### src/rtl/div_seq.sv
// div_seq: multi-cycle restoring divider for div/divu.
// Operands are latched on the start edge as magnitudes, and one quotient bit
// is produced per cycle. The result is sign-corrected as it is written to the
// output registers. A zero divisor takes a short path that produces 0/0 and
// sets div_zero.
//
// Ports
//   clk        rising-edge clock
//   reset_n    asynchronous active-low reset
//   start      div/divu present in EX
//   signed_op  1 = signed div, 0 = divu
//   annul      pipeline flush; cancels any operation in flight
//   dividend   reg1 operand
//   divisor    reg2 operand
//   stall_req  hold IF/ID/EX while high
//   busy       FSM not in IDLE
//   done       one-cycle result-valid / HI-LO write strobe
//   quotient   LO write data
//   remainder  HI write data
//   div_zero   last result came from a zero divisor
//
// state | meaning
// ------+----------------------------------------------------
// IDLE  | waiting for start
// DZERO | zero divisor seen, result is forced on the next edge
// RUN   | one restoring step per cycle, 32 steps
// DONE  | result valid for one cycle, then back to IDLE
module div_seq #(
  parameter int DIVW = 32
) (
  input  logic            clk,
  input  logic            reset_n,
  input  logic            start,
  input  logic            signed_op,
  input  logic            annul,
  input  logic [DIVW-1:0] dividend,
  input  logic [DIVW-1:0] divisor,
  output logic            stall_req,
  output logic            busy,
  output logic            done,
  output logic [DIVW-1:0] quotient,
  output logic [DIVW-1:0] remainder,
  output logic            div_zero
);

  localparam logic [1:0] IDLE  = 2'd0;
  localparam logic [1:0] DZERO = 2'd1;
  localparam logic [1:0] RUN   = 2'd2;
  localparam logic [1:0] DONE  = 2'd3;

  logic [1:0]      state_q, state_d;
  logic [5:0]      cnt_q, cnt_d;
  logic [DIVW-1:0] rem_q, rem_d;
  logic [DIVW-1:0] quo_q, quo_d;
  logic [DIVW-1:0] dvs_q, dvs_d;
  logic            sgn_dvd_q, sgn_dvd_d;
  logic            sgn_dvs_q, sgn_dvs_d;
  logic            sop_q, sop_d;
  logic [DIVW-1:0] quot_q, quot_d;
  logic [DIVW-1:0] remo_q, remo_d;
  logic            dz_q, dz_d;

  logic [DIVW:0]   rem_sh;
  logic [DIVW:0]   diff;
  logic [DIVW-1:0] dvd_abs, dvs_abs;

  always_comb begin
    // |x| for signed ops; -0x80000000 wraps to itself, which is the
    // correct unsigned magnitude.
    dvd_abs = (signed_op && dividend[DIVW-1]) ? -dividend : dividend;
    dvs_abs = (signed_op && divisor[DIVW-1])  ? -divisor  : divisor;

    // The shifted partial remainder needs one extra bit; it is always
    // below 2*divisor, so the difference fits back into DIVW bits.
    rem_sh = {rem_q, quo_q[DIVW-1]};
    diff   = rem_sh - {1'b0, dvs_q};

    state_d   = state_q;
    cnt_d     = cnt_q;
    rem_d     = rem_q;
    quo_d     = quo_q;
    dvs_d     = dvs_q;
    sgn_dvd_d = sgn_dvd_q;
    sgn_dvs_d = sgn_dvs_q;
    sop_d     = sop_q;
    quot_d    = quot_q;
    remo_d    = remo_q;
    dz_d      = dz_q;

    case (state_q)
      IDLE: begin
        if (start) begin
          if (divisor == '0) begin
            state_d = DZERO;
          end else begin
            state_d   = RUN;
            cnt_d     = 6'd0;
            rem_d     = '0;
            quo_d     = dvd_abs;
            dvs_d     = dvs_abs;
            sgn_dvd_d = dividend[DIVW-1];
            sgn_dvs_d = divisor[DIVW-1];
            sop_d     = signed_op;
          end
        end
      end
      DZERO: begin
        state_d = DONE;
        quot_d  = '0;
        remo_d  = '0;
        dz_d    = 1'b1;
      end
      RUN: begin
        if (rem_sh >= {1'b0, dvs_q}) begin
          rem_d = diff[DIVW-1:0];
          quo_d = {quo_q[DIVW-2:0], 1'b1};
        end else begin
          rem_d = rem_sh[DIVW-1:0];
          quo_d = {quo_q[DIVW-2:0], 1'b0};
        end
        cnt_d = cnt_q + 6'd1;
        if (cnt_q == 6'd31) begin
          state_d = DONE;
          quot_d  = (sop_q && (sgn_dvd_q ^ sgn_dvs_q)) ? -quo_d : quo_d;
          remo_d  = (sop_q && sgn_dvd_q) ? -rem_d : rem_d;
          dz_d    = 1'b0;
        end
      end
      default: begin
        state_d = IDLE;
      end
    endcase

    // Flush wins over everything: abandon the operation and leave the
    // visible result untouched.
    if (annul) begin
      state_d = IDLE;
      quot_d  = quot_q;
      remo_d  = remo_q;
      dz_d    = dz_q;
    end
  end

  always_ff @(posedge clk or negedge reset_n) begin
    if (!reset_n) begin
      state_q   <= IDLE;
      cnt_q     <= 6'd0;
      rem_q     <= '0;
      quo_q     <= '0;
      dvs_q     <= '0;
      sgn_dvd_q <= 1'b0;
      sgn_dvs_q <= 1'b0;
      sop_q     <= 1'b0;
      quot_q    <= '0;
      remo_q    <= '0;
      dz_q      <= 1'b0;
    end else begin
      state_q   <= state_d;
      cnt_q     <= cnt_d;
      rem_q     <= rem_d;
      quo_q     <= quo_d;
      dvs_q     <= dvs_d;
      sgn_dvd_q <= sgn_dvd_d;
      sgn_dvs_q <= sgn_dvs_d;
      sop_q     <= sop_d;
      quot_q    <= quot_d;
      remo_q    <= remo_d;
      dz_q      <= dz_d;
    end
  end

  // The IDLE term of stall_req is combinational on start. It is gated by
  // reset_n so that stall_req stays low while reset is held.
  assign stall_req = reset_n &&
                     (((state_q == IDLE) && start && !annul) ||
                      (state_q == DZERO) || (state_q == RUN));
  assign busy      = (state_q != IDLE);
  assign done      = (state_q == DONE);
  assign quotient  = quot_q;
  assign remainder = remo_q;
  assign div_zero  = dz_q;

endmodule

### config.mk
export PLATFORM = sky130hd
export DESIGN_NAME = div_seq
export DESIGN_NICKNAME = d
export VERILOG_FILES = /design/src/rtl/div_seq.sv
export SDC_FILE = /design/constraint.sdc
export NUM_CORES = 1
export LEC_CHECK = 0
export CAP_MARGIN = 20
export CORE_MARGIN = 1.5
export CORE_UTILIZATION = 55
export CTS_BUF_LIST = sky130_fd_sc_hd__clkbuf_4
export DETAILED_ROUTE_END_ITERATION = 6
export PLACE_DENSITY = 0.78
export RECOVER_POWER = 100
export SYNTH_ARGS = -nofsm -noshare
export SYNTH_HDL_FRONTEND = slang
export SYNTH_SLANG_ARGS = --single-unit
### constraint.sdc
create_clock -name clk -period 5.61 [get_ports clk]
set_clock_uncertainty 0.05 [all_clocks]
set_input_delay 0.561 -clock clk [delete_from_list [all_inputs] [get_ports clk]]
set_output_delay 0.561 -clock clk [all_outputs]
set_load 0.05 [all_outputs]
==> run summary, run 1 <==
number of global-route vias before repair - 10920
Warnings, synthesis - 0
flop-to-flop setup slack - 0.54 ns
synth top area cells - dfrtp_1 (35%), nand2_1 (6.3%), o21ai_0 (6.0%), xnor2_1 (5.4%), a21oi_1 (5.2%)
Yosys reg bits - 172
post-synth top area share - 34.78%
Peak VDD IR - 724.8 uV
Nets - 1698
Worst Setup Path Type - reg -> reg
post-route setup TNS - 0 ns
Syn Nets - 1624
Cell variety after synth - 93
ys flop type - dfrtp_1
post_cts resized - 0
Lkg Pwr - 6.111 nW
power density over the cells - 486.6 nW/um2
layout cells sized above 1 - 5.375%
hpwl dp - 26750 um
outcome - finished with violations
placed cell area - 13760 um2
WL final - 36300 um
minimum clock period - 5.066 ns
Detail Route Antenna Nets - 0
endpoints failing setup - 0
Final Util - 63.56%
RSZ-0062 raised after global routing - no
Filler cells - 1926
Die Area - 23410 um2
startpoint types - flip-flop
post-DR wirelength/cell - 19.30 um
max-slew violations - 312
Num CTS Buffers - 17
Crit. End Element - flip-flop
CP required - 5.95 ns
root buf cell - clkbuf_4
asr flop ratio synth - 100.0%
clock net sink count - 172
1st-iter DRT viols - 1057
Avg Cell Area, Syn - 8.179 um2
Core Region - 21960 um2
layout overhead on the synthesized area - 12.79%
initial antenna violation count - 2
HP Class - reg -> reg
Worst-Skew Late Latency - 0.61 ns
Post-synth EDFFs - 0
post-synthesis sequential area ratio - 34.78%
maxcap violations - 5
Rows - 54
CTS tree - yes
post-synth top area cell - dfrtp_1
CTS clock-pin slew for the worst setup and hold paths - 0.17 ns
# IOs - 137
Slew @ Worst Pin - 3.255 ns
DRC - 8
Final Wtd Congestion - 0.9746
GR Util All Layers - 30.84%
initial core utilization - 56.35%
Mapped Area - 12370 um2
detailed-route via count - 11740
largest net degree at the start of global routing - 141
H-tree depth - 4
Bufs on Longest Clock Path - 2
grt ovf - 0
postcts setup bufs - 0
global-route wire length before repair - 57460 um
drt pass-1 iters - 7
Die Height - 153.0 um
CTS Hold Buffers Added - 1
Max Freq - 0.1974 GHz
Final Instance Area - 13960 um2
Final WS setup - 0.5442 ns
violated checks - DRC, capacitance limit, slew limit
dpl ws - 0.7355 ns
Max Fanout on Critical Path - 39
crit path DAT - 5.41 ns
Hold Slack - 0.4397 ns
drt via density - 6.240
worst rel slew slack - -117.0%
Chip Width - 153.0 um
Tcrit/Tclk final - 90.30%
synthesized instance count - 1513
port buffer count - 136
Hold Fails Final Rpt - 0
[cells in the final DEF, fill, tap and decap left out, types with 5 or more instances in the layout]
master and instances:
a211oi_1 10, o21ai_0 158, o21ai_1 13, nand2b_1 12
mux2i_1 21, o211ai_1 9, nor4_1 17, nor2_1 115
xnor2_1 77, a21o_1 21, and3_1 9, o22ai_1 32
inv_1 58, clkinvlp_4 5, or4_1 6, o31a_1 5
xor2_1 55, a22o_1 10, a21oi_1 129, or3_1 23
or2_2 5, dfrtp_1 172, o21a_1 8, buf_4 6
a31oi_1 17, a21oi_2 5, clkdlybuf4s50_1 66, nand4_1 14
clkbuf_4 19, o31ai_1 26, nand2_1 208, ha_1 41
dlygate4sd3_1 70, and4_1 5, nor3_1 27, nand3_1 25
and2_1 10
[stage by stage]
step,total power [W],std cells
after floorplan,0.004991,1513
after global placement,0.006040,1846
after detailed placement,0.006125,1846
after CTS,0.006822,1879
after global routing,0.007236,1881
final,0.006791,1881
[final timing paths]
path                                                from                       end  cells past startpoint
worst min-delay path            quotient[10]$_DFFE_PN0P_  quotient[10]$_DFFE_PN0P_                      2
min in group asynchronous                        reset_n     quo_q[16]$_DFFE_PN0P_                      2
worst max register to register     rem_q[11]$_DFFE_PN0P_  quotient[31]$_DFFE_PN0P_                     13
worst max-delay path               rem_q[11]$_DFFE_PN0P_  quotient[31]$_DFFE_PN0P_                     13
max in group asynchronous                        reset_n      rem_q[8]$_DFFE_PN0P_                      3
worst min register to register  quotient[10]$_DFFE_PN0P_  quotient[10]$_DFFE_PN0P_                      2
[cells in the mapped netlist (3+ instances only)]
cell      number
a211oi_1      10
a21o_1        21
a21oi_1      128
a21oi_2        6
a22o_1        10
a31oi_1       17
and2_1        10
and3_1         9
and4_1         5
buf_2         32
buf_4          8
clkbuf_1      50
dfrtp_1      172
ha_1          41
inv_1         57
mux2i_1       21
nand2_1      207
nand2b_1      12
nand3_1       23
nand3_2        3
nand3b_1       3
nand4_1       14
nor2_1       116
nor2b_1        3
nor3_1        26
nor3_2         3
nor4_1        17
o211ai_1       9
o21a_1         8
o21ai_0      148
o21ai_1       23
o22ai_1       32
o31a_1         5
o31ai_1       24
o41ai_1        3
or2_2          5
or3_1         23
or4_1          6
xnor2_1       77
xor2_1        55
[state kept, by name, summed over array words and instances, names as in the netlist]
signal / flops
sgn_dvs_q: 1
quotient: 32
rem_q: 32
div_zero: 1
dvs_q: 32
state_q: 2
remainder: 32
sop_q: 1
cnt_q: 6
sgn_dvd_q: 1
quo_q: 32
[power breakdown]
group,internal [W],leakage (nW),switching [W]
clock,0.000224,0.126,0.000475
combinational,0.00137,3.71,0.00275
sequential,0.00162,2.28,0.000349
[final cells by class]
type	instances	area, um2	area share [%]
Clock buffer	18	135.1	0.9682
Timing Repair Buffer	150	1469	10.52
Clock inverter	14	120.1	0.8606
Antenna cell	1	2.502	0.01793
Tap cell	280	350.3	2.510
Multi-Input combinational cell	1186	7351	52.67
Inverter	60	225.2	1.614
Sequential cell	172	4304	30.84
[routing by layer]
| metal | up-vias | GRT usage (%) | routed length, um |
|---|---|---|---|
| met5 | - | 0 | 13 |
| met4 | 2 | 7.003 | 615 |
| met3 | 54 | 5.784 | 2693 |
| met2 | 462 | 50.77 | 17220 |
| met1 | 5702 | 42.31 | 15750 |
| li1 | 5517 | - | - |
[logic make-up (layout without fill, tap and decap cells)]
logic type      Yosys count  count (layout)  share of synthesized area, %
flops                   172             172                         34.78
simple gates            502             502                         19.38
fa+ha+maj                42              42                         4.307
other cells               0               1                             0
compound gates          485             485                         24.59
xor+xnor                133             133                         9.474
mux                      24              24                         2.063
buf+inv                 155             242                         5.399
[worst max-delay path: stages, from the launching register on]
cell and delay (ns):
dfrtp_1 0.45, ha_1 0.41, a21oi_1 0.32, o21ai_1 0.19, a221oi_2 0.46, a21o_1 0.18, nand3_1 0.08, buf_4 0.32
nor4b_1 1.26, nand4_2 0.42, nor3_2 0.33, a21oi_1 0.13, xnor2_1 0.18, o31ai_1 0.08
No activity file was read; power rests on OpenSTA's default activity.
==> run 2, diff against run 1 <==
--- a/config.mk
+++ b/config.mk
@@ -10,8 +10,10 @@
 export CORE_UTILIZATION = 55
 export CTS_BUF_LIST = sky130_fd_sc_hd__clkbuf_4
 export DETAILED_ROUTE_END_ITERATION = 6
+export GPL_TIMING_DRIVEN = 0
 export PLACE_DENSITY = 0.78
 export RECOVER_POWER = 100
+export SKIP_CTS_REPAIR_TIMING = 1
 export SYNTH_ARGS = -nofsm -noshare
 export SYNTH_HDL_FRONTEND = slang
 export SYNTH_SLANG_ARGS = --single-unit
==> run 2 against run 1 <==
  * The flow still finishes with violations (DRC, capacitance limit, slew limit)
  * Register-to-register slack worse by 0.28 ns
  * Hold slack lost 0.070 ns
  * Maximum frequency decreased by 5.2%
  * First-iteration DRC count increased by 9.6%
  * Die area unchanged
  * Critical path type unchanged
  * Largest cell class unchanged
  * Largest power group unchanged
==> run summary, run 2 (same netlist as run 1, synthesis figures left out) <==
outcome - finished with violations
violated checks - DRC, capacitance limit, slew limit
initial core utilization - 56.35% (unchanged)
worst rel slew slack - -83.64% (+33 points)
register area - 4304 um2 (unchanged)
RR Endpoint - quotient[30]$_DFFE_PN0P_
WL final - 39090 um (+7.7%)
hpwl dp - 30540 um (+14%)
detailed-route via count - 12110 (+3.2%)
sw power - 0.003794 W (+6.2%)
largest net degree at the start of global routing - 109 (-23%)
Detail Route Antenna Nets - 0 (unchanged)
CTS clock-pin slew for the worst setup and hold paths - 0.18 ns (about the same)
Peak VDD IR - 440.9 uV (-39%)
Max Freq - 0.1870 GHz (-5.2%)
Slew @ Worst Pin - 2.755 ns (-0.5009 ns)
startpoint types - flip-flop
R2R Path Start - rem_q[7]$_DFFE_PN0P_
Die Height - 153.0 um (unchanged)
Nets - 1780 (+4.8%)
Critical Path Slowest Stage Cell - dfrtp_1
clock net sink count - 172 (unchanged)
endpoints failing setup - 0 (unchanged)
root buf cell - clkbuf_4
placed cell area - 14120 um2 (+2.6%)
minimum clock period - 5.346 ns (+0.2805 ns)
power density over the cells - 492.8 nW/um2 (+1.3%)
H-tree depth - 4 (unchanged)
crit path DAT - 5.81 ns (+0.40 ns)
Int Power - 0.003256 W (+1.1%)
layout overhead on the synthesized area - 15.60%
RSZ-0062 raised after global routing - no
Clk pwr share - 10.4% (about the same)
Non-Filler Instances - 1963 (+4.4%)
number of global-route vias before repair - 10990 (+0.65%)
maxcap violations - 1 (-4)
Final WS setup - 0.2637 ns (-0.2805 ns)
Worst Reg-to-Reg Cells - 20 (+7)
# IOs - 137 (unchanged)
placed cell count - 1930 (+4.6%)
HP Class - in -> async
global-route wire length before repair - 60470 um (+5.2%)
Gate power share - 62.1% (+1.4 points)
max-slew violations - 109 (-65%)
Tcrit/Tclk final - 95.30% (+5.0 points)
Max Fanout on Critical Path - 19 (-51%)
initial antenna violation count - 1 (-1)
commonest cells after routing, fill and taps aside - nand2_1 (208), dfrtp_1 (172), o21ai_0 (154)
Worst-Skew Late Latency - 0.62 ns (about the same)
commonest non-fill, non-tap cell in the layout - nand2_1
Critical Path, Cell by Cell - ha_1, buf_2, a21oi_1, o21ai_1, a221oi_2, a21o_1, nand3_2, inv_4, clkbuf_4, buf_4, buf_2, ha_1, nand2_1, nor2_1, a31oi_1, nor2_1, a21boi_1, o21ai_0, xnor2_1, o21ai_0
Core Region - 21960 um2 (unchanged)
grt ovf - 0 (unchanged)
multi-input logic area - 7330 um2 (-0.29%)
drt via density - 6.170 (-1.1%)
Chip Width - 153.0 um (unchanged)
GR Util All Layers - 33.15% (+2.3 points)
Worst Setup Path Type - reg -> reg
Filler cells - 1931 (+0.26%)
Final Wtd Congestion - 0.9432 (-3.2%)
Die Area - 23410 um2 (unchanged)
port buffer count - 136 (unchanged)
flop-to-flop setup slack - 0.26 ns (-0.28 ns)
Final Instance Area - 14310 um2 (+2.5%)
1st-iter DRT viols - 1158 (+9.6%)
Rows - 54 (unchanged)
post-DR wirelength/cell - 19.91 um (+3.2%)
CP required - 6.08 ns (+0.13 ns)
CTS tree - yes
Max stage delay on crit path - 0.52 ns (-0.74 ns)
Lkg Pwr - 6.292 nW (+3.0%)
DRC - 6 (-2)
Bufs on Longest Clock Path - 2 (unchanged)
Crit. End Element - flip-flop
dpl ws - 0.06546 ns (-0.6700 ns)
Num CTS Buffers - 17 (unchanged)
Pwr Total - 0.007050 W (+3.8%)
sequential share of power - 27.5% (-1.5 points)
Hold Fails Final Rpt - 0 (unchanged)
Switching Fraction - 53.81% (+1.2 points)
layout cells sized above 1 - 6.540% (+1.2 points)
drt pass-1 iters - 7 (unchanged)
==> run 2: cell types whose count changed in the layout (fill, tap and decap cells not counted), moves of 2 or more <==
cell and delta:
o21ai_0 -4, clkinv_2 -2, inv_8 +4, o21ai_1 +4, clkbuf_2 -2, buf_1 +2, clkbuf_1 +54, clkinv_8 +3
buf_2 +25, clkinvlp_4 -2
==> run 2: metrics by stage <==
stage / TNS (ns) / hold slack, ns / util, %
final: 0 / 0.3695 / 65.15
after global routing: 0 / 0.3941 / 65.15
after floorplan: 0 / 0.2154 / -
after global placement: -547.21 / 0.4115 / 64.15
after detailed placement: 0 / 0.4146 / 64.30
after CTS: -0.006422 / -0.2042 / 65.58
==> run 2: cell type report <==
class / count / area share [%]
buffer: 94 / 2.983
tap: 280 / 2.449
multi-input combinational: 1186 / 51.24
sequential: 172 / 30.09
antenna: 1 / 0.01749
clock buffer: 17 / 0.8921
clock inverter: 15 / 1.085
inverter: 60 / 1.592
timing repair buffer: 138 / 9.656
==> run 2: worst max-delay path by stage <==
stage               cells after the start                         to             startpoint
finish                                 20   quotient[30]$_DFFE_PN0P_   rem_q[7]$_DFFE_PN0P_
global route                           20   quotient[30]$_DFFE_PN0P_   rem_q[7]$_DFFE_PN0P_
CTS                                    21  remainder[30]$_DFFE_PN0P_   rem_q[7]$_DFFE_PN0P_
detailed placement                     21  remainder[30]$_DFFE_PN0P_   rem_q[7]$_DFFE_PN0P_
global placement                        3                  stall_req                reset_n
floorplan                              21  remainder[30]$_DFFE_PN0P_  rem_q[25]$_DFFE_PN0P_
==> run 2: worst max-delay path: cells and delay by family, from the launching register on <==
family	cells	cell delay, ns
AOI/OAI and AO/OA	8	1.85
xor gates and xnor gates	1	0.18
and+or+nand+nor	4	0.94
DFF	1	0.52
adders and majority gates	2	0.53
buffers and inverters	5	1.18
==> run 2: power groups by stage <==
stage          clock network (W)  logic, W  registers (W)
2_1_floorplan                  0   0.00267        0.00232
3_3_place_gp                   0   0.00432        0.00195
3_5_place_dp                   0   0.00439        0.00196
4_1_cts                 0.000740   0.00441        0.00193
5_1_grt                 0.000783   0.00472        0.00198
6_report                0.000733   0.00438        0.00194
==> run 2: layer usage <==
metal	wire length [um]	up-vias	part of all wire, %	GRT usage [%]
met4	976	0	2.5	9.804
met3	3136	63	8.0	4.451
met5	0	-	0	0
li1	-	5681	-	-
met1	17710	5824	45	49.44
met2	17270	544	44	50.10
==> run 3, diff against run 2 <==
--- a/config.mk
+++ b/config.mk
@@ -7,11 +7,11 @@
 export LEC_CHECK = 0
 export CAP_MARGIN = 20
 export CORE_MARGIN = 1.5
-export CORE_UTILIZATION = 55
+export CORE_UTILIZATION = 45
 export CTS_BUF_LIST = sky130_fd_sc_hd__clkbuf_4
 export DETAILED_ROUTE_END_ITERATION = 6
 export GPL_TIMING_DRIVEN = 0
-export PLACE_DENSITY = 0.78
+export PLACE_DENSITY = 0.69
 export RECOVER_POWER = 100
 export SKIP_CTS_REPAIR_TIMING = 1
 export SYNTH_ARGS = -nofsm -noshare
==> constraint.sdc (replaced) <==
create_clock -name clk -period 4.6 [get_ports clk]
set_clock_uncertainty 0.05 [all_clocks]
set_input_delay 0.46 -clock clk [delete_from_list [all_inputs] [get_ports clk]]
set_output_delay 0.46 -clock clk [all_outputs]
set_load 0.05 [all_outputs]
==> run 3 against run 2 <==
  * The run ends with DRC, setup timing left
  * Routed wire length grew 0.54%
  * Die area grew 22%
  * Via count is 1.4% lower
  * Critical path depth increased by 2
  * Setup slack worse by 0.28 ns
  * Clock power up 35%
==> run summary, run 3 (same netlist as run 1, synthesis figures left out) <==
worst rel slew slack - 33.57% (+120 points)
max-slew violations - 0 (-100%)
Core Region - 26950 um2 (+23%)
violated checks - DRC, setup timing
RSZ-0062 raised after global routing - yes
HP Class - in -> async
Detail Route Antenna Nets - 0 (unchanged)
dpl ws - -0.9019 ns (-0.9673 ns)
layout cells sized above 1 - 10.08% (+3.5 points)
Worst-Skew Late Latency - 0.59 ns (-0.03 ns)
Max Freq - 0.2164 GHz (+16%)
root buf cell - clkbuf_4
minimum clock period - 4.621 ns (-0.7254 ns)
Final Instance Area - 14900 um2 (+4.2%)
outcome - finished with violations
most used routing layer - met2
M3 GR Usage - 3.998% (-0.45 points)
grt ovf - 0 (unchanged)
largest net degree at the start of global routing - 114 (+4.6%)
initial antenna violation count - 1 (unchanged)
Pwr Total - 0.008930 W (+27%)
Worst Setup Path Type - reg -> reg
number of global-route vias before repair - 11160 (+1.6%)
post-DR wirelength/cell - 19.27 um (-3.3%)
clock net sink count - 172 (unchanged)
H-tree depth - 4 (unchanged)
post-route setup TNS - -0.02089 ns (-0.02089 ns)
drt pass-1 iters - 7 (unchanged)
Max stage delay on crit path - 0.48 ns (-0.04 ns)
power density over the cells - 599.3 nW/um2 (+22%)
Bufs on Longest Clock Path - 2 (unchanged)
global-route wire length before repair - 61090 um (+1.0%)
CTS clock-pin slew for the worst setup and hold paths - 0.15 ns (-0.03 ns)
Hold Fails Final Rpt - 0 (unchanged)
crit path DAT - 5.01 ns (-0.80 ns)
Final WS setup - -0.02089 ns (-0.2846 ns)
Hold Slack - 0.3273 ns (-0.04216 ns)
Num CTS Buffers - 17 (unchanged)
endpoints failing setup - 1 (+1)
Max Fanout on Critical Path - 10 (-9)
register area - 4314 um2 (+0.23%)
commonest cells after routing, fill and taps aside - nand2_1 (206), dfrtp_1 (164), o21ai_0 (146)
Filler cells - 2521 (+31%)
Rows - 60 (+11%)
Peak VDD IR - 340.7 uV (-23%)
Die Height - 168.8 um (+10%)
startpoint types - flip-flop
met1 usage - 38.73% (-11 points)
port buffer count - 136 (unchanged)
drt via density - 5.856 (-5.1%)
initial core utilization - 45.91% (-10 points)
commonest non-fill, non-tap cell in the layout - nand2_1
Die Area - 28500 um2 (+22%)
Nets - 1795 (+0.84%)
Critical Path Slowest Stage Cell - dfrtp_2
detailed-route via count - 11950 (-1.4%)
placed cell area - 14190 um2 (+0.54%)
Final Wtd Congestion - 0.9028 (-4.3%)
Chip Width - 168.8 um (+10%)
Slew @ Worst Pin - 0.9927 ns (-1.762 ns)
crit-path leading delay family - simple AND/OR/NAND/NOR gates
multi-input logic area - 7587 um2 (+3.5%)
WL final - 39300 um (+0.54%)
Lkg Pwr - 6.472 nW (+2.9%)
hpwl dp - 30520 um (about the same)
GR Layer Usage met2 - 44.83% (-5.3 points)
maxcap violations - 0 (-1)
CTS tree - yes
Tcrit/Tclk final - 100.5% (+5.2 points)
GR Util All Layers - 27.61% (-5.5 points)
CP required - 4.99 ns (-1.09 ns)
1st-iter DRT viols - 954 (-18%)
DRC - 3 (-3)
layout overhead on the synthesized area - 20.42%
Buf/Inv on CP - 7 (+2)
Crit. End Element - flip-flop
# IOs - 137 (unchanged)
Worst path most repeated cell - buf_8
Critical Path, Cell by Cell - ha_1, buf_2, and4_1, and2_1, a221oi_2, buf_4, a21o_1, nand3_4, clkinv_4, buf_8, buf_8, buf_8, mux2i_4, ha_4, nand2_2, nor4b_4, o21a_1, nand2b_1, buf_6, nor4b_4, mux2i_1, o311ai_1
[run 3: area by class of cell]
cell class	count	area share, %
multi-input combinational	1186	50.92
sequential	172	28.95
timing repair buffer	154	10.31
buffer	93	3.249
tap	341	2.863
inverter	60	1.545
clock inverter	14	1.226
clock buffer	18	0.9068
antenna	2	0.03359
[run 3: power breakdown]
part,total (W),internal [W],switching [W]
clock network,0.000988,0.000393,0.000594
registers,0.00240,0.00198,0.000419
logic,0.00554,0.00189,0.00366
[run 3: per-layer routing]
layer / wire length, um / share of wire [%]
met1: 17970 / 46
met2: 18480 / 47
met3: 2175 / 5.5
met4: 685 / 1.7
met5: 0 / 0
[run 3: final timing paths]
path | startpoint | end | slack (ns) | depth (start not counted)
setup / recovery | rem_q[15]$_DFFE_PN0P_ | remainder[30]$_DFFE_PN0P_ | -0.02 | 22
hold / removal | reset_n | remainder[2]$_DFFE_PN0P_ | 0.33 | 2
setup reg to reg | rem_q[15]$_DFFE_PN0P_ | remainder[30]$_DFFE_PN0P_ | -0.02 | 22
hold reg to reg | remainder[5]$_DFFE_PN0P_ | remainder[5]$_DFFE_PN0P_ | 0.44 | 2
max in group asynchronous | reset_n | rem_q[15]$_DFFE_PN0P_ | 3.19 | 3
min in group clk | remainder[5]$_DFFE_PN0P_ | remainder[5]$_DFFE_PN0P_ | 0.44 | 2
[run 3: stage by stage]
| stage | util (%) | cells |
|---|---|---|
| 4_1_cts | 53.85 | 2023 |
| 2_1_floorplan | - | 1513 |
| 5_1_grt | 55.28 | 2039 |
| 3_3_place_gp | 52.55 | 1990 |
| 3_5_place_dp | 52.67 | 1991 |
| 6_report | 55.29 | 2040 |
==> RTL edit, RTL diff (config.mk and constraints of run 1) <==
Set the parameter `DIVW` to 64 (it was 32).
--- a/src/rtl/div_seq.sv
+++ b/src/rtl/div_seq.sv
@@ -27,5 +27,5 @@
 // DONE  | result valid for one cycle, then back to IDLE
 module div_seq #(
-  parameter int DIVW = 32
+  parameter int DIVW = 64
 ) (
   input  logic            clk,
Ports: changed (resized dividend, divisor, quotient and remainder); port bits go from 137 to 265. No check against the original RTL was run, so the function may have changed too.
==> RTL edit against run 1 <==
- the run ends with max-capacitance violations, max-slew violations left
- sequential cell count increased by 160
- die area increased by 110%
- routed wire length increased to 3.0 times the old value
- total power increased by 130%
- setup slack got worse by 300 ps
- area after synthesis increased by 110%
- final area increased by 120%
- critical path depth increased by 2
- non-clock buffer count increased by 269
- sequential share of layout area decreased by 4.1 points
- critical path type unchanged
- largest cell class unchanged
==> RTL edit: results <==
group,metric,value,unit
status,violations,"max-capacitance violations, max-slew violations",
layout,drive_gt1_frac,0.1075,
place,dp_hpwl,81080,microns
place,port_buffers,264,
critical_path,crit_fanout,9,
critical_path,arrival,6050,ps
place,dpl.cell_count,4169,
grt,grt_util_met2,0.6714,
route,wirelength,107300,microns
route,drt_iter0_drc,3745,
synth,synth_common_cells,"nand2_1, nor2_1, dfrtp_1",
clock_tree,clock_path_buffers,3,
grt,grt_max_degree,143,
critical_path,cp_slowest_cell,"o21ai_0",
route,wl_per_cell,24.61,microns
place,gp_congestion,1.020,
run,cap_viol_max_count,4,
clock_tree,insertion_delay,930,ps
synth,synthCells,3359,
timing,maxSlewViolCount,375,
synth,post_synth_num_cell_types,106,
grt,first_global_vias,27420,
synth,synthTopCellsByArea,"dfrtp_1, nand2_1, o21ai_0, nor2_1, xnor2_1",
power,ir_drop,0.6058,mV
route,drt_pass1_iterations,6,
grt,grt_antenna_before_repair,19,
power,p_leak,13.58,nW
timing,relSlewSlack,-1.405,
status,status,"complete, but fails checks",
worst_hold_path,hold_class,"in -> async",
power,power.switching,8.336,mW
RTL edit: cell types whose count changed in the layout (fill, tap and decap cells not counted), sizes merged, moves of 117 or more:
cell,run 1,this run
clkbuf,25,142
a21oi,134,261
nand2,208,478
dfrtp,172,332
buf,7,147
o21ai,171,321
nor2,117,360
RTL edit: repair_timing:
item / CTS / global route
hold buffers: 1 / 0
gates resized for setup: 1 / 34
pin swaps: 0 / 4
gates cloned: 0 / 0
hold endpoints to repair: 58 / 0
setup buffers: 0 / 2
setup endpoints to repair: 1 / 15
RTL edit: power by group through the flow:
stage,registers (mW),logic (mW),clock network (mW)
finish,3.96,9.35,2.36
global route,4.05,9.95,2.48
floorplan,4.95,4.99,0
global placement,3.91,8.94,0
CTS,3.94,9.17,2.37
detailed placement,3.97,9.12,0
RTL edit: per-stage QoR:
stage	setup slack, ps	cell area, sq um	hold slack (ps)
after floorplan	51.79	25950	215.4
after global placement	244.2	29660	413.3
after detailed placement	89.14	29670	415.0
after CTS	71.56	30910	138.4
after global routing	-1.394	31020	176.4
final	243.5	31030	167.8
RTL edit: per-layer routing:
layer  up-vias  part of all wire
met5         -            0.0013
met4        20             0.049
met3       381              0.11
met2      1824              0.44
met1     13930              0.40
li1      12770                 -
RTL edit: kinds of logic (layout without fill, tap and decap cells):
kind of cell	after synthesis	in the layout	synth area share
other	0	13	0
AO/OA/AOI/OAI	1032	1032	0.2542
adder cells (fa/ha/maj)	74	74	0.03597
multiplexers	37	37	0.01451
XOR/XNOR	269	269	0.09080
AND/OR/NAND/NOR	1299	1299	0.2325
flip-flops	332	332	0.3202
buffers and inverters	316	696	0.05188
RTL edit: final timing paths:
path                                from       endpoint  slack [ps]  depth (start not counted)
max                             rem_q[8]  remainder[59]         240                         15
min                              reset_n  remainder[26]         170                          2
max reg2reg                     rem_q[8]  remainder[59]         240                         15
min reg2reg                remainder[43]  remainder[43]         420                          2
max in group asynchronous        reset_n      quo_q[29]        1440                          3
min in group clk                   annul     state_q[1]         230                          2
RTL edit: layout make-up:
cell class | instances | area (sq um) | area share
multi-input combinational | 2711 | 16440 | 0.5297
antenna | 13 | 32.53 | 0.001048
inverter | 103 | 386.6 | 0.01246
clock buffer | 134 | 1006 | 0.03242
tap | 607 | 759.5 | 0.02447
timing repair buffer | 419 | 3889 | 0.1253
sequential | 332 | 8308 | 0.2677
clock inverter | 40 | 212.7 | 0.006855
RTL edit: worst reg2reg max path, stage by stage, from the launching register on:
cell and delay (ps):
dfrtp_1 450, ha_1 320, buf_4 160, nand2_1 60
o21ai_1 200, nor2b_1 710, o31a_1 300, o21ai_0 270
o21ai_0 770, xor2_1 260, o31ai_1 310, buf_4 180
nand3_1 270, nor3_1 390, nor3_1 70, or3b_1 380
